File: config.mk
export PLATFORM = sky130hd
export DESIGN_NAME = alu_wb_stage
export DESIGN_NICKNAME = d
export VERILOG_FILES = /design/src/rtl/alu_wb_stage.sv
export SDC_FILE = /design/constraint.sdc
export NUM_CORES = 1
export LEC_CHECK = 0
export ABC_CLOCK_PERIOD_IN_PS = 5900
export CAP_MARGIN = 40
export CORE_MARGIN = 4
export CORE_UTILIZATION = 40
export CTS_CLUSTER_SIZE = 14
export DETAILED_ROUTE_END_ITERATION = 12
export GPL_TIMING_DRIVEN = 0
export SLEW_MARGIN = 20
export SYNTH_ARGS = -nofsm -noshare
export SYNTH_HDL_FRONTEND = slang
export SYNTH_SLANG_ARGS = --single-unit
File: constraint.sdc
create_clock -name clk -period 5.9 [get_ports clk]
set_clock_uncertainty 0.2 [all_clocks]
set_input_delay 0.59 -clock clk [delete_from_list [all_inputs] [get_ports clk]]
set_output_delay 0.59 -clock clk [all_outputs]
set_load 0.1 [all_outputs]
File: src/rtl/alu_wb_stage.sv
// Non-pipelined execute/write-back stage feeding a register file write port.
// Optional signed-overflow flag on port ovf when ALU_WB_OVF_EN is defined.
module alu_wb_stage #(
    parameter int DATA_W = 32,
    parameter int ADDR_W = 5
) (
    input  logic              clk,
    input  logic              rst_n,
    input  logic              in_valid,
    output logic              in_ready,
    input  logic [2:0]        in_op,
    input  logic [ADDR_W-1:0] in_rd,
    input  logic [ADDR_W-1:0] in_rs1,
    input  logic [ADDR_W-1:0] in_rs2,
    input  logic [15:0]       in_imm,
    output logic [ADDR_W-1:0] rf_raddr1,
    output logic [ADDR_W-1:0] rf_raddr2,
    input  logic [DATA_W-1:0] rf_rdata1,
    input  logic [DATA_W-1:0] rf_rdata2,
    output logic              rf_we,
    output logic [ADDR_W-1:0] rf_waddr,
    output logic [DATA_W-1:0] rf_wdata,
    output logic              done
`ifdef ALU_WB_OVF_EN
    ,
    output logic              ovf
`endif
);

    localparam logic [2:0] OpAdd = 3'd0;
    localparam logic [2:0] OpSub = 3'd1;
    localparam logic [2:0] OpAnd = 3'd2;
    localparam logic [2:0] OpOr  = 3'd3;
    localparam logic [2:0] OpXor = 3'd4;
    localparam logic [2:0] OpSll = 3'd5;
    localparam logic [2:0] OpSrl = 3'd6;
    localparam logic [2:0] OpLi  = 3'd7;

    typedef enum logic [1:0] {StIdle, StRead, StExec, StWb} state_t;

    state_t            state_q, state_d;
    logic [2:0]        op_q;
    logic [ADDR_W-1:0] rd_q;
    logic [15:0]       imm_q;
    logic [DATA_W-1:0] a_q, b_q;
    logic [DATA_W-1:0] result_d;

    always_comb begin
        state_d = state_q;
        unique case (state_q)
            StIdle: if (in_valid) state_d = (in_op == OpLi) ? StExec : StRead;
            StRead: state_d = StExec;
            StExec: state_d = StWb;
            StWb:   state_d = StIdle;
            default: state_d = StIdle;
        endcase
    end

    always_comb begin
        result_d = '0;
        unique case (op_q)
            OpAdd: result_d = a_q + b_q;
            OpSub: result_d = a_q - b_q;
            OpAnd: result_d = a_q & b_q;
            OpOr:  result_d = a_q | b_q;
            OpXor: result_d = a_q ^ b_q;
            OpSll: result_d = a_q << b_q[4:0];
            OpSrl: result_d = a_q >> b_q[4:0];
            OpLi:  result_d = {{(DATA_W-16){1'b0}}, imm_q};
            default: result_d = '0;
        endcase
    end

`ifdef ALU_WB_OVF_EN
    logic ovf_d;

    // Overflow: operands agree in sign (after negating B for SUB) but the result does not.
    always_comb begin
        ovf_d = 1'b0;
        if (op_q == OpAdd) begin
            ovf_d = (a_q[DATA_W-1] == b_q[DATA_W-1]) && (result_d[DATA_W-1] != a_q[DATA_W-1]);
        end else if (op_q == OpSub) begin
            ovf_d = (a_q[DATA_W-1] != b_q[DATA_W-1]) && (result_d[DATA_W-1] != a_q[DATA_W-1]);
        end
    end

    always_ff @(posedge clk or negedge rst_n) begin
        if (!rst_n) begin
            ovf <= 1'b0;
        end else if (state_q == StExec) begin
            ovf <= ovf_d;
        end else if (state_q == StWb) begin
            ovf <= 1'b0;
        end
    end
`endif

    always_ff @(posedge clk or negedge rst_n) begin
        if (!rst_n) begin
            state_q   <= StIdle;
            op_q      <= '0;
            rd_q      <= '0;
            imm_q     <= '0;
            a_q       <= '0;
            b_q       <= '0;
            rf_raddr1 <= '0;
            rf_raddr2 <= '0;
            rf_waddr  <= '0;
            rf_wdata  <= '0;
        end else begin
            state_q <= state_d;
            unique case (state_q)
                StIdle: begin
                    if (in_valid) begin
                        op_q  <= in_op;
                        rd_q  <= in_rd;
                        imm_q <= in_imm;
                        // LI skips READ, so the read addresses keep their previous value.
                        if (in_op != OpLi) begin
                            rf_raddr1 <= in_rs1;
                            rf_raddr2 <= in_rs2;
                        end
                    end
                end
                StRead: begin
                    a_q <= rf_rdata1;
                    b_q <= rf_rdata2;
                end
                StExec: begin
                    rf_wdata <= result_d;
                    rf_waddr <= rd_q;
                end
                default: ;
            endcase
        end
    end

    assign in_ready = (state_q == StIdle) && rst_n;
    assign rf_we    = (state_q == StWb);
    assign done     = (state_q == StWb);

endmodule

* Word-level counts from Yosys, hierarchy flattened *
Cells that the tools add are included.

storage, ports and cells
  logic and storage cells = 39
  register bits = 137
  output and inout bits = 50

operators by class
  mux-type cells = 4
  reductions and logical operators = 5
  add/sub/neg operators = 2
  bitwise gates (word level) = 3
  equal/unequal tests = 13
  shift-type cells = 2

operators with widths
  cell                                                 number
  case mux 32 bit (8 select lines)                     1
  adder 32 bit                                         1
  AND 32 bit                                           1
  bitwise OR 32 bit                                    1
  << shifter 32 x 5 -> 32 bit                          1
  right shift 32 x 5 -> 32 bit                         1
  subtractor 32 bit                                    1
  XOR 32 bit                                           1
  equality test 3 bit, second input constant           5
  case mux 2 bit (4 select lines)                      1
  equality test 3 x 2 -> 1 bit, second input constant  2
  equality test 2 bit, second input constant           2
  two-way mux 2 bit                                    2
  equality test 3 x 1 -> 1 bit, second input constant  1
  zero test 3 bit                                      1
  != test 3 bit, second input constant                 1
  AND reduction 3 bit                                  1
  equality test 2 x 1 -> 1 bit, second input constant  1
  zero test 2 bit                                      1
  != test 2 bit, second input constant                 1
  AND reduction 2 bit                                  1
  logical AND 1 bit                                    1

* Depth between registers and ports, before layout *
Gate-level depths: netlist of the first run.

  depth in word-level cells = 4
  gate-level depth with buffers = 20
  depth with buffers taken out = 17

* Least setup slack after synthesis of the first run *
No wires, ideal clock.

  kind = flip-flop to flip-flop
  from = reg b_q[1]
  to = reg rf_wdata[31]
  required time = 5,618 ps
  setup slack = 1,284 ps
  data arrival time = 4,334 ps
  stages on the path, launching flop included = 19
  setup time = 82 ps
  cell sequence = dfrtp_1 -> buf_2 -> clkinv_1 -> buf_2 -> buf_1 -> ha_1 -> nand2_1 -> nor3_1 -> nand2_1 -> o21ai_0 -> xnor2_1 -> ha_1 -> a21o_1 -> a2111o_1 -> o21a_1 -> or2_1 -> a211o_1 -> a2111o_1 -> a31oi_1

between the ends
  longest elaborated chain between the ends = 2

ends and longest elaborated chain
  element                                          line  source
  start: declaration                               45    logic [DATA_W-1:0] a_q, b_q;
  start signal: assignment                         127   b_q <= rf_rdata2;
  subtractor 32 bit, or another cell as far along  63    OpSub: result_d = a_q - b_q;
  case mux 32 bit (8 select lines) *               61    unique case (op_q)
  end signal: assignment                           130   rf_wdata <= result_d;
  end: declaration                                 22    output logic [DATA_W-1:0] rf_wdata,

Every way passes the cells marked *; elsewhere a longest branch is shown, timed or not.
A chain may end at the register's enable or synchronous reset.

* Final worst setup path of the first run *
  from = reg b_q[0]
  to = reg rf_wdata[31]

Same word-level chain as after synthesis.

==> impl_metrics.toml, run 1 <==
[sta]
setup_viol = 0
hold_viol = 0
setup_tns_ps = 0
post-route-min-period_ps = 5830
min_period_over_period_pct = 98.8
tightest_slew_ps = 894
fmax_mhz = 172
relSlewSlack_pct = 40.4
final.setup.worst_slack_ps = 71.8
slew_viol_final = 0

[finish]
area.sequential_sq_um = 3430
n_antenna_cell = 0
multi_input_area_sq_um = 8220
area_delta_synth_final_pct = 29.6
drive_above_1_share_pct = 13.1
final-instance-count-excl-fill = 2096
n_fill_cell = 2889
nets = 1892

[clock_tree]
cts_tree = "done"
post_cts_buffers = 0
cts_num_sinks = 137
cts-htree-levels = 4
cts-root-buf = "clkbuf_16"
clk_pin_slew_ps = 70
clock_path_buffers = 2
clk_latency_ps = 460
numCtsBuffers = 17

[detailed_routing]
via_per_inst = 6.18
ant_nets = 0
drt_pre_antenna_iters = 6
wl_mm = 60.6
dr_total_vias = 12900
drt_iter0_markers = 1555
post-route-drc-count = 0
routedWlPerCell_um = 28.9

[global_routing]
grt_use_total_pct = 35.6
grtUsageMet1_pct = 49.2
grt_antenna_before_repair = 0
grt_pass1_vias = 12800
gr-total-overflow = 0
grt-busiest-layer = "met2"
grt_pass1_wl_mm = 87.6
use_met2_pct = 52.2
use_met3_pct = 12.5
grt_max_degree = 75

[logic_synthesis]
ys_ff_latch = 137
yosysTopAreaCellShare_pct = 27.8
synth-edff-count = 0
synth.cell_area_sq_um = 12300
synth_common_cells = "nand2_1, nor2_1, dfrtp_1"
synth_most_common_cell = "nand2_1"
syn_area_per_cell_sq_um = 8.44
synthFlopType = "dfrtp_1"
yosys_warnings = 0
synthCells = 1461
async_flop_share_pct = 100
synth_nets = 1664
synthTopCellsByArea = "dfrtp_1, ha_1, mux2_2"
synthDistinctLibCells = 76
yosysTopAreaCell = "dfrtp_1"
seq_area_frac_synth_pct = 27.8

[job]
drv_cap = 0

[status]
status = "completed"

[floorplanning]
std_cell_rows = 64
die_y_um = 184
core-area_sq_um = 30500
io_pins = 151
initial_utilization_pct = 40.4
die-width_um = 184
die_area_sq_um = 33700

[placement]
dp_hpwl_mm = 49.0
gp_congestion = 1.07
placed_cells = 2065
dp_slack_ps = -699
io_buffer_count = 150

[hold_path]
min_path_type = "reg -> reg"

[worst_setup_path]
path_max_fanout = 10
start_kind = "flop"
arrival_ps = 6010
crit_type = "reg -> reg"
cp-end-kind = "flop"
cp_data_required_time_ps = 6080
logic make-up after synthesis:
| kind of cell | after synthesis | synth area share (%) |
|---|---|---|
| flops | 137 | 27.8 |
| mux | 159 | 16.1 |
| buf+inv | 180 | 5.87 |
| compound gates | 432 | 22.3 |
| xor+xnor | 47 | 3.40 |
| fa+ha+maj | 102 | 10.4 |
| simple gates | 404 | 14.2 |
per-stage QoR:
stage	util [%]	area [sq um]	hold WS, ps
detailed placement	50.3	15300	288
CTS	52.2	15900	302
global placement	47.0	14300	272
floorplan	-	12300	94.4
finish	52.4	16000	302
global route	52.4	16000	314
area by class of cell:
type | instances | share of cell area (%)
inverters | 87 | 2.04
clock inverters | 12 | 0.901
well taps | 396 | 3.10
plain buffers | 92 | 2.47
multi-input cells | 1144 | 51.4
clock buffers | 18 | 2.75
repair buffers | 210 | 15.9
flip-flops and latches | 137 | 21.5
repair_timing:
action	CTS	global route
hold endpoints to repair	63	0
endpoints found under the setup margin	15	5
gates resized for setup	2	8
hold buffers	1	0
worst max-delay path, stage by stage, from the launching register on:
cell	delay, ps
dfrtp_1	420
buf_2	210
buf_4	230
buf_4	220
inv_1	350
ha_1	290
nand2_1	120
nor3_4	320
nand2_1	160
o41ai_1	390
xnor2_1	310
ha_1	400
a21oi_1	220
o21ai_0	290
and3_2	300
o21a_1	160
or2_1	290
a211o_1	320
a2111o_1	420
a31oi_1	120
cell usage in the layout, fill, tap and decap left out, types with 51 or more instances in the layout:
cell type	n
ha_1	101
mux2i_1	69
nand2_1	169
clkbuf_1	51
clkdlybuf4s50_1	149
inv_1	83
a21oi_1	103
dfrtp_1	137
mux2_2	65
nor2_1	144
o21ai_0	135
final timing paths:
kind,startpoint,to,slack (ps),cells after the start
max,b_q[0],rf_wdata[31],70,19
min,rd_q[1],rf_waddr[1],300,1
min reg2reg,rd_q[1],rf_waddr[1],300,1
max reg2reg,b_q[0],rf_wdata[31],70,19
max in group asynchronous,rst_n,rf_wdata[22],4250,3
min in group asynchronous,rst_n,rf_raddr1[0],460,2
layer usage:
layer | vias to the layer above | part of all wire (%) | wire, um
li1 | 5745 | - | -
met1 | 6351 | 43 | 25900
met2 | 737 | 42 | 25600
met3 | 111 | 12 | 6970
met4 | 0 | 3.5 | 2120
met5 | - | 0 | 0
registers in the layout, summed over array words and instances, names as in the netlist:
name	cells
a_q	32
b_q	32
imm_q	16
op_q	3
rd_q	5
rf_raddr1	5
rf_raddr2	5
rf_waddr	5
rf_wdata	32
state_q	2
Power of run 1 is left out: the tool's default activity adds up to more than one toggle a clock period on the data nets, which glitch-free logic cannot reach.
==> run 2: changes to the inputs <==
--- a/config.mk
+++ b/config.mk
@@ -12,6 +12,7 @@
 export CTS_CLUSTER_SIZE = 14
 export DETAILED_ROUTE_END_ITERATION = 12
 export GPL_TIMING_DRIVEN = 0
+export MAX_ROUTING_LAYER = met4
 export SLEW_MARGIN = 20
 export SYNTH_ARGS = -nofsm -noshare
 export SYNTH_HDL_FRONTEND = slang
==> run 2 against run 1 <==
Net effect: final area grew 0.92%; non-clock buffer count grew 2; maximum frequency grew 1.0%; via count grew 1.2%; routed wire length grew 3.2%; worst hold slack lost 6.1 ps; flip-flop and latch count is the same; global-route usage grew 2.3 points; largest cell class unchanged.
==> impl_metrics.toml, run 2 (synthesis gave the netlist of run 1 again) <==
[status]
status = "completed"

[detailed_routing]
ant_nets = 0
dr_total_vias = 13100
post-route-drc-count = 0
via_per_inst = 6.23
drt_pre_antenna_iters = 7
routedWlPerCell_um = 29.7
drt_iter0_markers = 1744
wl_mm = 62.5

[worst_setup_path]
r2r-start = "b_q[3]"
regToRegSetupSlack_ps = 130
cp-end-kind = "flop"
cpPeakStageDelay_ps = 720
r2r-end = "rf_wdata[26]"
crit_chain = "clkbuf_1 -> clkbuf_1 -> buf_1 -> nor2_1 -> a21oi_1 -> xnor2_1 -> ha_1 -> o211ai_1 -> o21ai_1 -> o21ai_1 -> a211o_1 -> a21oi_1 -> o211ai_1 -> and3_1 -> o31a_1"
path_max_fanout = 10
cp_data_required_time_ps = 6050
start_kind = "flop"
critPathCapture = "rf_wdata[26]"
crit_type = "reg -> reg"
crit_path_start = "b_q[3]"
arrival_ps = 5920
ff2ff_path_depth = 15
crit_path_top_delay_cell = "clkbuf_1"

[finish]
final-instance-count-excl-fill = 2102
fin_util_pct = 52.9
largestRegisters = "a_q (32), b_q (32), rf_wdata (32)"
area.sequential_sq_um = 3430
drive_above_1_share_pct = 13.3
layout_common_cells = "nand2_1, clkdlybuf4s50_1, nor2_1"
n_fill_cell = 2824
multi_input_area_sq_um = 8210
final_common_cell = "nand2_1"
area_delta_synth_final_pct = 30.8
nets = 1894

[sta]
post-route-min-period_ps = 5770
fmax_mhz = 173
hold_viol = 0
tightest_slew_ps = 932
final.setup.worst_slack_ps = 132
setup_viol = 0
min_period_over_period_pct = 97.8
slew_viol_final = 0
rsz0062_at_grt = "false"
setup_tns_ps = 0
relSlewSlack_pct = 37.1

[floorplanning]
initial_utilization_pct = 40.4
die_area_sq_um = 33700
die-width_um = 184
core-area_sq_um = 30500
io_pins = 151
die_y_um = 184
std_cell_rows = 64

[global_routing]
grt_antenna_before_repair = 2
grt_use_total_pct = 37.9
gr-total-overflow = 0
grt_pass1_wl_mm = 89.9
grt_pass1_vias = 12900
grt_max_degree = 93

[clock_tree]
clock_path_buffers = 2
cts-root-buf = "clkbuf_16"
cts-htree-levels = 4
clk_latency_ps = 470
cts_tree = "done"
cts_num_sinks = 137
numCtsBuffers = 17
clk_pin_slew_ps = 80

[placement]
io_buffer_count = 150
gp_congestion = 1.07
dp_slack_ps = -105
placed_cells = 2066
dp_hpwl_mm = 50.0

[hold_path]
min_path_type = "reg -> reg"
min_path_cells = 2

[job]
drv_cap = 0
## run 2: cell types whose count changed in the layout (fill, tap and decap cells not counted), moves of 3 or more
cell      change
clkinv_8      +3
inv_6         -3
buf_2         -4
buf_6         +3
inv_8         +4
buf_8         -5
buf_16        +5
## run 2: worst min-delay path by stage
stage                            start            to  slack (ps)
final                     rf_wdata[17]  rf_wdata[17]         300
after global routing      rf_wdata[17]  rf_wdata[17]         310
after CTS                 rf_wdata[17]  rf_wdata[17]         300
after detailed placement  rf_wdata[17]  rf_wdata[17]         280
after global placement    rf_wdata[17]  rf_wdata[17]         280
after floorplan                  rst_n        a_q[0]          90
## run 2: area by class of cell
cell class / count / share of cell area [%]
repair buffers: 211 / 16.3
clock buffers: 17 / 2.64
flip-flops and latches: 137 / 21.3
multi-input cells: 1144 / 50.9
clock inverters: 15 / 1.30
diodes: 2 / 0.0310
inverters: 87 / 2.03
well taps: 396 / 3.07
plain buffers: 93 / 2.48
## run 2: metal layers
metal	GRT usage (%)	part of all wire [%]	up-vias
met5	-	0	-
met4	15.2	4.7	0
met3	9.73	10	150
met2	54.5	42	762
met1	50.9	43	6442
li1	-	-	5747
## run 2: repair_timing
| action | in CTS | in global routing |
|---|---|---|
| setup endpoints to repair | 3 | 15 |
| setup buffers | 0 | 0 |
| hold endpoints to repair | 46 | 0 |
| resized for setup | 3 | 8 |
| hold buffers | 1 | 0 |
## run 2: critical path: cells and delay by family (launching register included)
kind / cells / cell delay, ps
buffers and inverters: 3 / 1890
DFF: 1 / 370
adders and majority gates: 1 / 400
and+or+nand+nor: 2 / 460
xor gates and xnor gates: 1 / 140
AOI/OAI and AO/OA: 8 / 2170
## run 2: through the flow
step                area [sq um]  hold slack, ps
global placement           14300             276
global route               16100             312
finish                     16100             296
detailed placement         15400             284
CTS                        16100             299
floorplan                  12300            94.4
Power of run 2 is left out for the same reason.
